**config.mk**
```make
export PLATFORM = sky130hd
export DESIGN_NAME = slave_vc_allocator
export DESIGN_NICKNAME = d
export VERILOG_FILES = /design/src/rtl/slave_vc_allocator.sv
export SDC_FILE = /design/constraint.sdc
export NUM_CORES = 1
export LEC_CHECK = 0
export CAP_MARGIN = 20
export CELL_PAD_IN_SITES_DETAIL_PLACEMENT = 0
export CELL_PAD_IN_SITES_GLOBAL_PLACEMENT = 1
export CORE_UTILIZATION = 41
export DETAILED_ROUTE_END_ITERATION = 8
export GPL_ROUTABILITY_DRIVEN = 0
export GPL_TIMING_DRIVEN = 0
export PLACE_DENSITY = 0.85
export RECOVER_POWER = 100
export SKIP_CTS_REPAIR_TIMING = 1
export SLEW_MARGIN = 20
export SYNTH_ARGS = -nofsm -noshare
export SYNTH_HDL_FRONTEND = slang
export SYNTH_SLANG_ARGS = --single-unit
```
**constraint.sdc**
```tcl
create_clock -name clk -period 4.1 [get_ports clk]
set_clock_uncertainty 0.15 [all_clocks]
set_input_delay 1.23 -clock clk [delete_from_list [all_inputs] [get_ports clk]]
set_output_delay 1.23 -clock clk [all_outputs]
set_load 0.03 [all_outputs]
```
**src/rtl/slave_vc_allocator.sv**
```systemverilog
// Round-robin (slave, VC) pair allocator with drain control and illegal-release detection.
// Free bitmaps replace free-lists; grants are combinational from registered state.
module slave_vc_allocator #(
  parameter int VCHANNELBITS = 3,
  parameter int NSLAVEBITS   = 2
) (
  input  logic                    clk,
  input  logic                    rst,
  input  logic                    enable,
  input  logic                    allocReq,
  output logic                    allocGnt,
  output logic [NSLAVEBITS-1:0]   allocSlave,
  output logic [VCHANNELBITS-1:0] allocVirC,
  input  logic                    releaseEn,
  input  logic [NSLAVEBITS-1:0]   releaseSlave,
  input  logic [VCHANNELBITS-1:0] releaseVirC,
  output logic [NSLAVEBITS:0]     busyCount,
  output logic                    idle,
  output logic                    error
);

  localparam int VCHANNELS = 1 << VCHANNELBITS;
  localparam int NSLAVES   = 1 << NSLAVEBITS;

  typedef enum logic [1:0] {IDLE, RUN, DRAIN} state_t;

  state_t                  state_q;
  logic                    idle_q;
  logic                    error_q;
  logic [NSLAVES-1:0]      slave_free_q, slave_free_d;
  logic [VCHANNELS-1:0]    vc_free_q, vc_free_d;
  logic [NSLAVEBITS-1:0]   slave_ptr_q, slave_pick;
  logic [VCHANNELBITS-1:0] vc_ptr_q, vc_pick;
  logic [NSLAVEBITS:0]     busy_q, busy_d;
  logic                    rel_ok, rel_bad;

  // Scan from the pointer; iterating offsets high-to-low lets the nearest free index win.
  always_comb begin
    slave_pick = slave_ptr_q;
    for (int i = NSLAVES - 1; i >= 0; i--) begin
      if (slave_free_q[slave_ptr_q + NSLAVEBITS'(i)])
        slave_pick = slave_ptr_q + NSLAVEBITS'(i);
    end
  end

  always_comb begin
    vc_pick = vc_ptr_q;
    for (int i = VCHANNELS - 1; i >= 0; i--) begin
      if (vc_free_q[vc_ptr_q + VCHANNELBITS'(i)])
        vc_pick = vc_ptr_q + VCHANNELBITS'(i);
    end
  end

  assign allocGnt   = allocReq && (state_q == RUN) && (|slave_free_q) && (|vc_free_q);
  assign allocSlave = slave_pick;
  assign allocVirC  = vc_pick;

  assign rel_ok  = releaseEn && !slave_free_q[releaseSlave] && !vc_free_q[releaseVirC];
  assign rel_bad = releaseEn && !rel_ok;

  // A grant only clears free bits and a legal release only sets busy ones, so they never collide.
  for (genvar gi = 0; gi < NSLAVES; gi++) begin : g_slave_bits
    assign slave_free_d[gi] = (slave_free_q[gi] && !(allocGnt && slave_pick == NSLAVEBITS'(gi)))
                              || (rel_ok && releaseSlave == NSLAVEBITS'(gi));
  end

  for (genvar gi = 0; gi < VCHANNELS; gi++) begin : g_vc_bits
    assign vc_free_d[gi] = (vc_free_q[gi] && !(allocGnt && vc_pick == VCHANNELBITS'(gi)))
                           || (rel_ok && releaseVirC == VCHANNELBITS'(gi));
  end

  always_comb begin
    busy_d = busy_q;
    case ({allocGnt, rel_ok})
      2'b10:   busy_d = busy_q + (NSLAVEBITS+1)'(1);
      2'b01:   busy_d = busy_q - (NSLAVEBITS+1)'(1);
      default: busy_d = busy_q;
    endcase
  end

  always_ff @(posedge clk or posedge rst) begin
    if (rst) begin
      state_q      <= IDLE;
      idle_q       <= 1'b1;
      error_q      <= 1'b0;
      slave_free_q <= '1;
      vc_free_q    <= '1;
      slave_ptr_q  <= '0;
      vc_ptr_q     <= '0;
      busy_q       <= '0;
    end else begin
      slave_free_q <= slave_free_d;
      vc_free_q    <= vc_free_d;
      busy_q       <= busy_d;
      if (allocGnt) begin
        slave_ptr_q <= slave_pick + NSLAVEBITS'(1);
        vc_ptr_q    <= vc_pick + VCHANNELBITS'(1);
      end
      if (rel_bad)
        error_q <= 1'b1;
      case (state_q)
        IDLE: begin
          if (enable) begin
            state_q <= RUN;
            idle_q  <= 1'b0;
          end
        end
        RUN: begin
          if (!enable) begin
            state_q <= (busy_d == '0) ? IDLE : DRAIN;
            idle_q  <= (busy_d == '0);
          end
        end
        DRAIN: begin
          if (busy_d == '0) begin
            state_q <= IDLE;
            idle_q  <= 1'b1;
          end
        end
        default: begin
          state_q <= IDLE;
          idle_q  <= 1'b1;
        end
      endcase
    end
  end

  assign busyCount = busy_q;
  assign idle      = idle_q;
  assign error     = error_q;

endmodule

```
==> impl_results.md, run 1 <==
* R2R Setup Slk at 0.62 ns
* Crit-path max FO at 5
* # DRC at 0
* TNS Setup at -0.4906 ns
* Drt pass-1 iters at 5
* GRT Util Overall at 0.1890
* Synth unique cells at 60
* Slew margin rel. at 0.3744
* Max clock buf depth at 2
* Worst Hold End: error
* Synth async-reset ratio at 1.000
* Mapped Nets at 263
* Final Cycle Share at 1.048
* Maxcap violations at 0
* FMAX at 232.7 MHz
* Starting Density at 0.4242
* Post-synthesis sequential area ratio at 0.2641
* Antenna fix cells at 0
* DR WL/cell at 16.63 um
* First-pass GRT wire length at 9.246 mm
* Register-to-Register Path Depth at 14
* DRT antenna net count at 0
* Hold_sp: error
* Yosys Warn Count at 0
* Fin crit period at 4.297 ns
* Synth Register Bits at 24
* Rows at 27
* Top routing layer in use: met4
* WHS at 0.3289 ns
* Final setup margin at -0.1965 ns
* Post-DP HPWL at 4.171 mm
* Largest net degree at the start of global routing at 25
* Worst flop-to-flop path endpoint: idle
* Synth Flop Type: dfstp_2
* DR WL met3 at 199 um
* Clock-pin slew on the worst setup and hold paths at 0.09 ns
* Wl on met1 at 2.673 mm
* Vias in the first global route at 1934
* Worst setup SP type: flip-flop
* Worst-path cell chain: buf_6, buf_12, buf_8, inv_4, ha_4, mux4_4, mux2i_4, or4_4, nand4_1, nor3_4, inv_2, buf_6
* Main area contributors after synthesis: dfstp_2 (15%), dfrtp_1 (12%), mux4_2 (8.7%)
* # setup viols final at 5
* Die height at 77.48 um
* Global route overflow at 0
* Crit-path slowest cell: mux4_4
* CTS HTree Levels at 1
* # port buffers at 20
* Post-synthesis cell area at 2336 um^2
* CTS tree: done
* Design area at 3002 um^2
* Vias at 2120
* Synth top cells by count: nand2_1 (24), inv_1 (20), mux2i_1 (14)
* Post-DP Area at 2640 um^2
* Pins Over Slew Limit at 0
* Most common cell in the netlist: nand2_1
* Routed wire length at 6.037 mm
* CTS Sinks at 24
* Met2 routed WL at 3.110 mm
* Crit path kind: reg2out
* Count of final hold-check violations at 0
* Core ar. at 5507 um^2
* Width of the die at 77.48 um
* Worst slack, placed at -0.9079 ns
* Crit path largest cell delay at 0.68 ns
* Top-area cell type share of the netlist area at 0.1462
* RR Startpoint: vc_free_q[3]
* Layout cells sized above 1 at 0.3402
* Hold Crit Class: reg2reg
* Die area at 6003 um^2
* Cell repeated most along the worst path: buf_6
* Initial antenna violation count at 0
* Clock latency on the worst-skew pair at 0.26 ns
* Area grow syn2layout at 28.49%
* Unrepaired setup endpoints after global routing: true
* Boundary Pins at 21
* Violated checks: negative setup slack
* Post-Syn Instances at 244
* Outcome: finished with violations
* Dominant cell type by area after synthesis: dfstp_2
* Nets at 311
* Inserted Clock Buffers at 3
* # fillers at 499
* Critical Path AT at 2.92 ns
* Starting DRT DRC Count at 119
* Worst setup EP type: output pin
* Hold Path Stages at 1
* Worst-margin pin slew at 0.9374 ns
* Clock tree root driver cell: clkbuf_8
* Critical Path RT at 2.72 ns
* Vias per inst at 5.840
* EDFF count, synth at 0
* Syn Area/Cell at 9.574 um^2
through the flow:
stage	utilization	instances
2_1_floorplan	-	244
3_3_place_gp	0.4794	336
3_5_place_dp	0.4794	336
4_1_cts	0.4894	340
5_1_grt	0.5451	363
6_report	0.5451	363
registers in the layout (all words and copies together) (netlist names):
| signal | flops |
|---|---|
| slave_ptr_q | 2 |
| error | 1 |
| slave_free_q | 4 |
| vc_ptr_q | 3 |
| idle | 1 |
| vc_free_q | 8 |
| state_q | 2 |
| busyCount | 3 |
placed cells by master, fill, tap and decap left out, types with 4 or more instances in the layout:
| cell type | count |
|---|---|
| ha_1 | 6 |
| inv_1 | 16 |
| mux2i_1 | 13 |
| dlygate4sd3_1 | 8 |
| nor2_1 | 12 |
| mux4_2 | 10 |
| dfrtp_1 | 11 |
| o21ai_0 | 12 |
| nor3_1 | 4 |
| o21ai_1 | 6 |
| mux2_2 | 6 |
| nand2b_1 | 5 |
| nand2_1 | 23 |
| dfstp_2 | 13 |
| buf_4 | 23 |
| xnor2_1 | 5 |
| or3_1 | 4 |
| clkbuf_8 | 4 |
| a21oi_1 | 5 |
| nor2b_1 | 5 |
| buf_6 | 7 |
worst max path at each step:
stage,endpoint,startpoint,depth (start not counted)
final,allocVirC[0],vc_ptr_q[0],12
after global routing,allocVirC[0],vc_ptr_q[0],12
after CTS,allocVirC[0],vc_ptr_q[0],13
after detailed placement,allocVirC[0],vc_ptr_q[0],13
after global placement,idle,releaseVirC[0],15
after floorplan,idle,releaseVirC[0],14
worst max-delay path: cells and delay by family (launching register included):
family | cells | cell delay [ns]
buf+inv | 6 | 0.56
mux | 2 | 0.90
simple gates | 3 | 0.52
flops | 1 | 0.39
fa+ha+maj | 1 | 0.27
layout make-up:
class                           instances  area, um^2  share of cell area
Buffer                                  9       98.84             0.03293
Clock buffer                            4       55.05             0.01834
Inverter                               21       83.83             0.02793
Multi-Input combinational cell        190        1689              0.5627
Sequential cell                        24       616.8              0.2055
Tap cell                               72       90.09             0.03001
Timing Repair Buffer                   43       367.9              0.1226
per-layer routing:
metal | up-vias | GRT usage
met5 | - | 0
met4 | 0 | 0.04528
met3 | 6 | 0.01529
met2 | 47 | 0.3283
met1 | 1064 | 0.2537
li1 | 1003 | -
cells by family after synthesis:
logic type,after synthesis,share of synthesized area
AO/OA/AOI/OAI,61,0.1768
XOR/XNOR,8,0.03000
adder cells (fa/ha/maj),10,0.05571
buffers and inverters,30,0.06695
flip-flops,24,0.2641
multiplexers,37,0.2458
AND/OR/NAND/NOR,74,0.1607
Power of run 1 is not shown: default switching activity piles up to over one toggle a cycle in this logic, so the estimate is an artifact.
==> inputs of run 2 (changes only) <==
--- a/config.mk
+++ b/config.mk
@@ -5,14 +5,15 @@
 export SDC_FILE = /design/constraint.sdc
 export NUM_CORES = 1
 export LEC_CHECK = 0
-export CAP_MARGIN = 20
+export CAP_MARGIN = 25
 export CELL_PAD_IN_SITES_DETAIL_PLACEMENT = 0
 export CELL_PAD_IN_SITES_GLOBAL_PLACEMENT = 1
-export CORE_UTILIZATION = 41
+export CORE_UTILIZATION = 42
+export CTS_BUF_LIST = sky130_fd_sc_hd__clkbuf_4 sky130_fd_sc_hd__clkbuf_8
 export DETAILED_ROUTE_END_ITERATION = 8
 export GPL_ROUTABILITY_DRIVEN = 0
 export GPL_TIMING_DRIVEN = 0
-export PLACE_DENSITY = 0.85
+export PLACE_DENSITY = 0.86
 export RECOVER_POWER = 100
 export SKIP_CTS_REPAIR_TIMING = 1
 export SLEW_MARGIN = 20
==> run 2 against run 1 <==
Net effect: the run still ends with negative setup slack left; cell area down 1.1%; first-iteration DRC count fell by 41%; routed wire length is 0.12% higher; core utilization increased by 2.2 points; register-to-register slack got worse by 0.03 ns; sequential cell count is the same; die area fell by 2.3%; non-clock buffer count rose by 1; maximum frequency fell by 0.80%; critical path depth did not move; critical endpoint unchanged; highest routed layer unchanged.
==> impl_results.md, run 2 (synthesized netlist as in run 1, its figures left out) <==
* Outcome: finished with violations
* Violated checks: negative setup slack
* Inserted Clock Buffers at 3
* # setup viols final at 4
* Vias per inst at 5.652
* TNS Setup at -0.7072 ns
* Width of the die at 76.58 um
* # placed instances at 334
* Final setup margin at -0.2312 ns
* Unrepaired setup endpoints after global routing: true
* # DRC at 0
* Post-DP HPWL at 4.192 mm
* Core ar. at 5238 um^2
* CTS Sinks at 24
* Count of final hold-check violations at 0
* Drt pass-1 iters at 4
* Most frequent cells in the layout: buf_4 (25), nand2_1 (23), inv_1 (18)
* Fin crit period at 4.331 ns
* Boundary Pins at 21
* Starting Density at 0.4460
* Pins Over Slew Limit at 0
* Worst-margin pin slew at 0.9825 ns
* Most common cell after layout, fill and taps aside: buf_4
* Worst setup SP type: flip-flop
* Largest net degree at the start of global routing at 25
* Die area at 5865 um^2
* Rows at 26
* Clock latency on the worst-skew pair at 0.27 ns
* Starting DRT DRC Count at 70
* WHS at 0.3278 ns
* Clock tree root driver cell: clkbuf_8
* Hold Crit Class: reg2reg
* Layout cells sized above 1 at 0.3082
* Die height at 76.58 um
* Nets at 312
* Global route overflow at 0
* Final Cycle Share at 1.056
* Final Non-Filler Cells at 362
* # port buffers at 20
* Number of flip-flops in the largest register at 8
* DRT antenna net count at 0
* Worst setup EP type: output pin
* CTS tree: done
* Critical Path RT at 2.72 ns
* Clock-pin slew on the worst setup and hold paths at 0.09 ns
* Critical Path AT at 2.95 ns
* Vias at 2046
* Biggest regs: vc_free_q x8, slave_free_q x4
* Crit path kind: reg2out
* Initial antenna violation count at 0
* Antenna fix cells at 0
* DR WL/cell at 16.70 um
* GRT Util Overall at 0.2016
* CTS HTree Levels at 1
* Routed wire length at 6.044 mm
* Top reg by flops: vc_free_q
* FMAX at 230.9 MHz
* Slew margin rel. at 0.3450
* Max clock buf depth at 2
* First-pass GRT wire length at 9.446 mm
* Crit-path max FO at 10
* Vias in the first global route at 1900
* Maxcap violations at 0
* Area grow syn2layout at 27.10%
[run 2: layer usage]
layer	track usage	share of wire	vias to the layer above
li1	-	-	1002
met1	0.2777	0.46	993
met2	0.3450	0.49	39
met3	0.01677	0.026	12
met4	0.04038	0.019	0
met5	0	0	-
[run 2: path summary, 6_finish.rpt]
check	slack [ns]	from	to	depth (start not counted)
worst max-delay path	-0.23	vc_ptr_q[0]	allocVirC[0]	12
worst min-delay path	0.33	error	error	1
worst max register to register	0.59	vc_ptr_q[0]	vc_ptr_q[2]	16
worst min register to register	0.33	error	error	1
max in group asynchronous	1.44	rst	state_q[0]	3
min in group asynchronous	1.18	rst	busyCount[2]	2
[run 2: per-stage QoR]
stage                       util  worst slack, ns  cell area [um^2]
after global routing      0.5669          -0.3150              2969
after floorplan                -          0.01008              2350
after global placement    0.5036          -0.9066              2638
after CTS                 0.5141           -1.205              2693
final                     0.5669          -0.2312              2969
after detailed placement  0.5036          -0.8945              2638
[run 2: worst max-delay path: stages, from the launching register on]
cell      delay [ns]
dfrtp_1         0.40
buf_6           0.13
buf_12          0.10
buf_8           0.10
inv_4           0.03
ha_4            0.27
buf_6           0.16
mux4_2          0.51
o31a_1          0.31
o2111a_1        0.28
nor3_4          0.15
inv_2           0.09
buf_6           0.14
[run 2: cell type report]
cell class	instances	area [um^2]
fill	460	2268
multi-input combinational	190	1664
tap	70	87.58
timing repair buffer	44	365.4
sequential	24	616.8
inverter	21	81.33
buffer	9	98.84
clock buffer	4	55.05
Power of run 2 is left out for the same reason.
==> inputs of run 3 (changes only) <==
--- a/config.mk
+++ b/config.mk
@@ -5,7 +5,7 @@
 export SDC_FILE = /design/constraint.sdc
 export NUM_CORES = 1
 export LEC_CHECK = 0
-export CAP_MARGIN = 25
+export CAP_MARGIN = 20
 export CELL_PAD_IN_SITES_DETAIL_PLACEMENT = 0
 export CELL_PAD_IN_SITES_GLOBAL_PLACEMENT = 1
 export CORE_UTILIZATION = 42
==> run 3 against run 2 <==
Net effect: die area is the same; critical path depth did not move; core utilization shrank 0.072 points; routed wire length rose by 0.41%; sequential share of layout area about the same; the run still ends with negative setup slack left; via count shrank 0.15%; non-clock buffer count shrank 1; worst hold slack hardly changed; maximum frequency down 0.32%.
==> impl_results.md, run 3 (synthesized netlist as in run 1, its figures left out) <==
* Outcome: finished with violations
* Violated checks: negative setup slack
* Most common cell after layout, fill and taps aside: buf_4
* Crit path largest cell delay at 0.51 ns
* First-pass GRT wire length at 9.446 mm
* Layout cells sized above 1 at 0.3093
* Global routing's busiest layer: met2
* Unrepaired setup endpoints after global routing: true
* Inserted Clock Buffers at 3
* Storage element area at 616.8 um^2
* Crit-path max FO at 10
* RR Startpoint: vc_ptr_q[0]
* DR WL/cell at 16.81 um
* CP Launch Point: vc_ptr_q[0]
* DRT antenna net count at 0
* Die height at 76.58 um
* # port buffers at 20
* Rows at 26
* Initial antenna violation count at 0
* Fin crit period at 4.345 ns
* Post-DP Area at 2638 um^2
* Width of the die at 76.58 um
* Final Cycle Share at 1.060
* Antenna fix cells at 0
* Crit path kind: reg2out
* Core ar. at 5238 um^2
* Cell repeated most along the worst path: buf_6
* Routed wire length at 6.069 mm
* Final core occ at 0.5662
* Worst setup EP type: output pin
* Multi-input logic area at 1664 um^2
* Area grow syn2layout at 26.94%
* Max clock buf depth at 2
* Starting Density at 0.4460
* # fillers at 462
* Hold Crit Class: reg2reg
* Top reg by flops: vc_free_q
* Design area at 2965 um^2
* Most frequent cells in the layout: buf_4 (25), nand2_1 (23), inv_1 (18)
* Clock tree root driver cell: clkbuf_8
* Nets at 311
* GRT Util Overall at 0.2016
* Worst setup SP type: flip-flop
* Vias in the first global route at 1900
* Worst slack, placed at -0.8945 ns
* Worst-path cell chain: buf_6, buf_12, buf_8, inv_4, ha_4, buf_6, mux4_2, o31a_1, o2111a_1, nor3_4, inv_2, buf_6
* Critical Path AT at 2.97 ns
* Starting DRT DRC Count at 85
* Crit-path slowest cell: mux4_2
* Critical Path RT at 2.72 ns
* Global route overflow at 0
* Hold_sp: error
* Vias per inst at 5.659
* GRT met2 Usage at 0.3450
* Vias at 2043
* Pins Over Slew Limit at 0
* Clock-pin slew on the worst setup and hold paths at 0.09 ns
* Number of flip-flops in the largest register at 8
* Routing usage on met3 at 0.01677
* Boundary Pins at 21
* # DRC at 0
* # setup viols final at 4
* FMAX at 230.1 MHz
* Post-DP HPWL at 4.192 mm
* Slew margin rel. at 0.3864
* TNS Setup at -0.7433 ns
* Worst-margin pin slew at 0.9193 ns
* CTS HTree Levels at 1
* CTS tree: done
* Biggest regs: vc_free_q x8, slave_free_q x4
* Largest net degree at the start of global routing at 25
* Die area at 5865 um^2
* Maxcap violations at 0
* Clock latency on the worst-skew pair at 0.27 ns
* CTS Sinks at 24
* Drt pass-1 iters at 4
* Met1 Use GR at 0.2777
* Final setup margin at -0.2451 ns
* Count of final hold-check violations at 0
## run 3: cell types whose count changed in the layout (fill, tap and decap cells not counted), sizes merged
cell,change
clkbuf,-1
## run 3: layer usage
metal	vias to the layer above	wire length [um]
met5	-	0
met3	10	212
met1	987	2744
met2	41	3028
met4	0	85
li1	1005	-
## run 3: layout make-up
type                            count  share of cell area
Buffer                              9             0.03333
Clock buffer                        4             0.01857
Inverter                           21             0.02743
Multi-Input combinational cell    190              0.5612
Sequential cell                    24              0.2080
Tap cell                           70             0.02954
Timing Repair Buffer               43              0.1219
## run 3: through the flow
stage | hold WS [ns] | instances
after floorplan | 0.2901 | 244
after global placement | 0.3095 | 334
after detailed placement | 0.3195 | 334
after CTS | 0.3398 | 338
after global routing | 0.3547 | 361
final | 0.3280 | 361
## run 3: worst max-delay path: cells and delay by family (launching register included)
family / cells / cell delay (ns)
AND/OR/NAND/NOR: 1 / 0.15
AO/OA/AOI/OAI: 2 / 0.59
multiplexers: 1 / 0.51
flip-flops: 1 / 0.40
buffers and inverters: 7 / 0.75
adder cells (fa/ha/maj): 1 / 0.27
## run 3: path summary, 6_finish.rpt
kind	to	slack (ns)	cells past startpoint
setup / recovery	allocVirC[0]	-0.25	12
hold / removal	error	0.33	1
setup reg to reg	vc_ptr_q[2]	0.58	16
hold reg to reg	error	0.33	1
max in group asynchronous	busyCount[0]	1.79	2
min in group asynchronous	busyCount[2]	1.45	2
Power of run 3 is left out for the same reason.
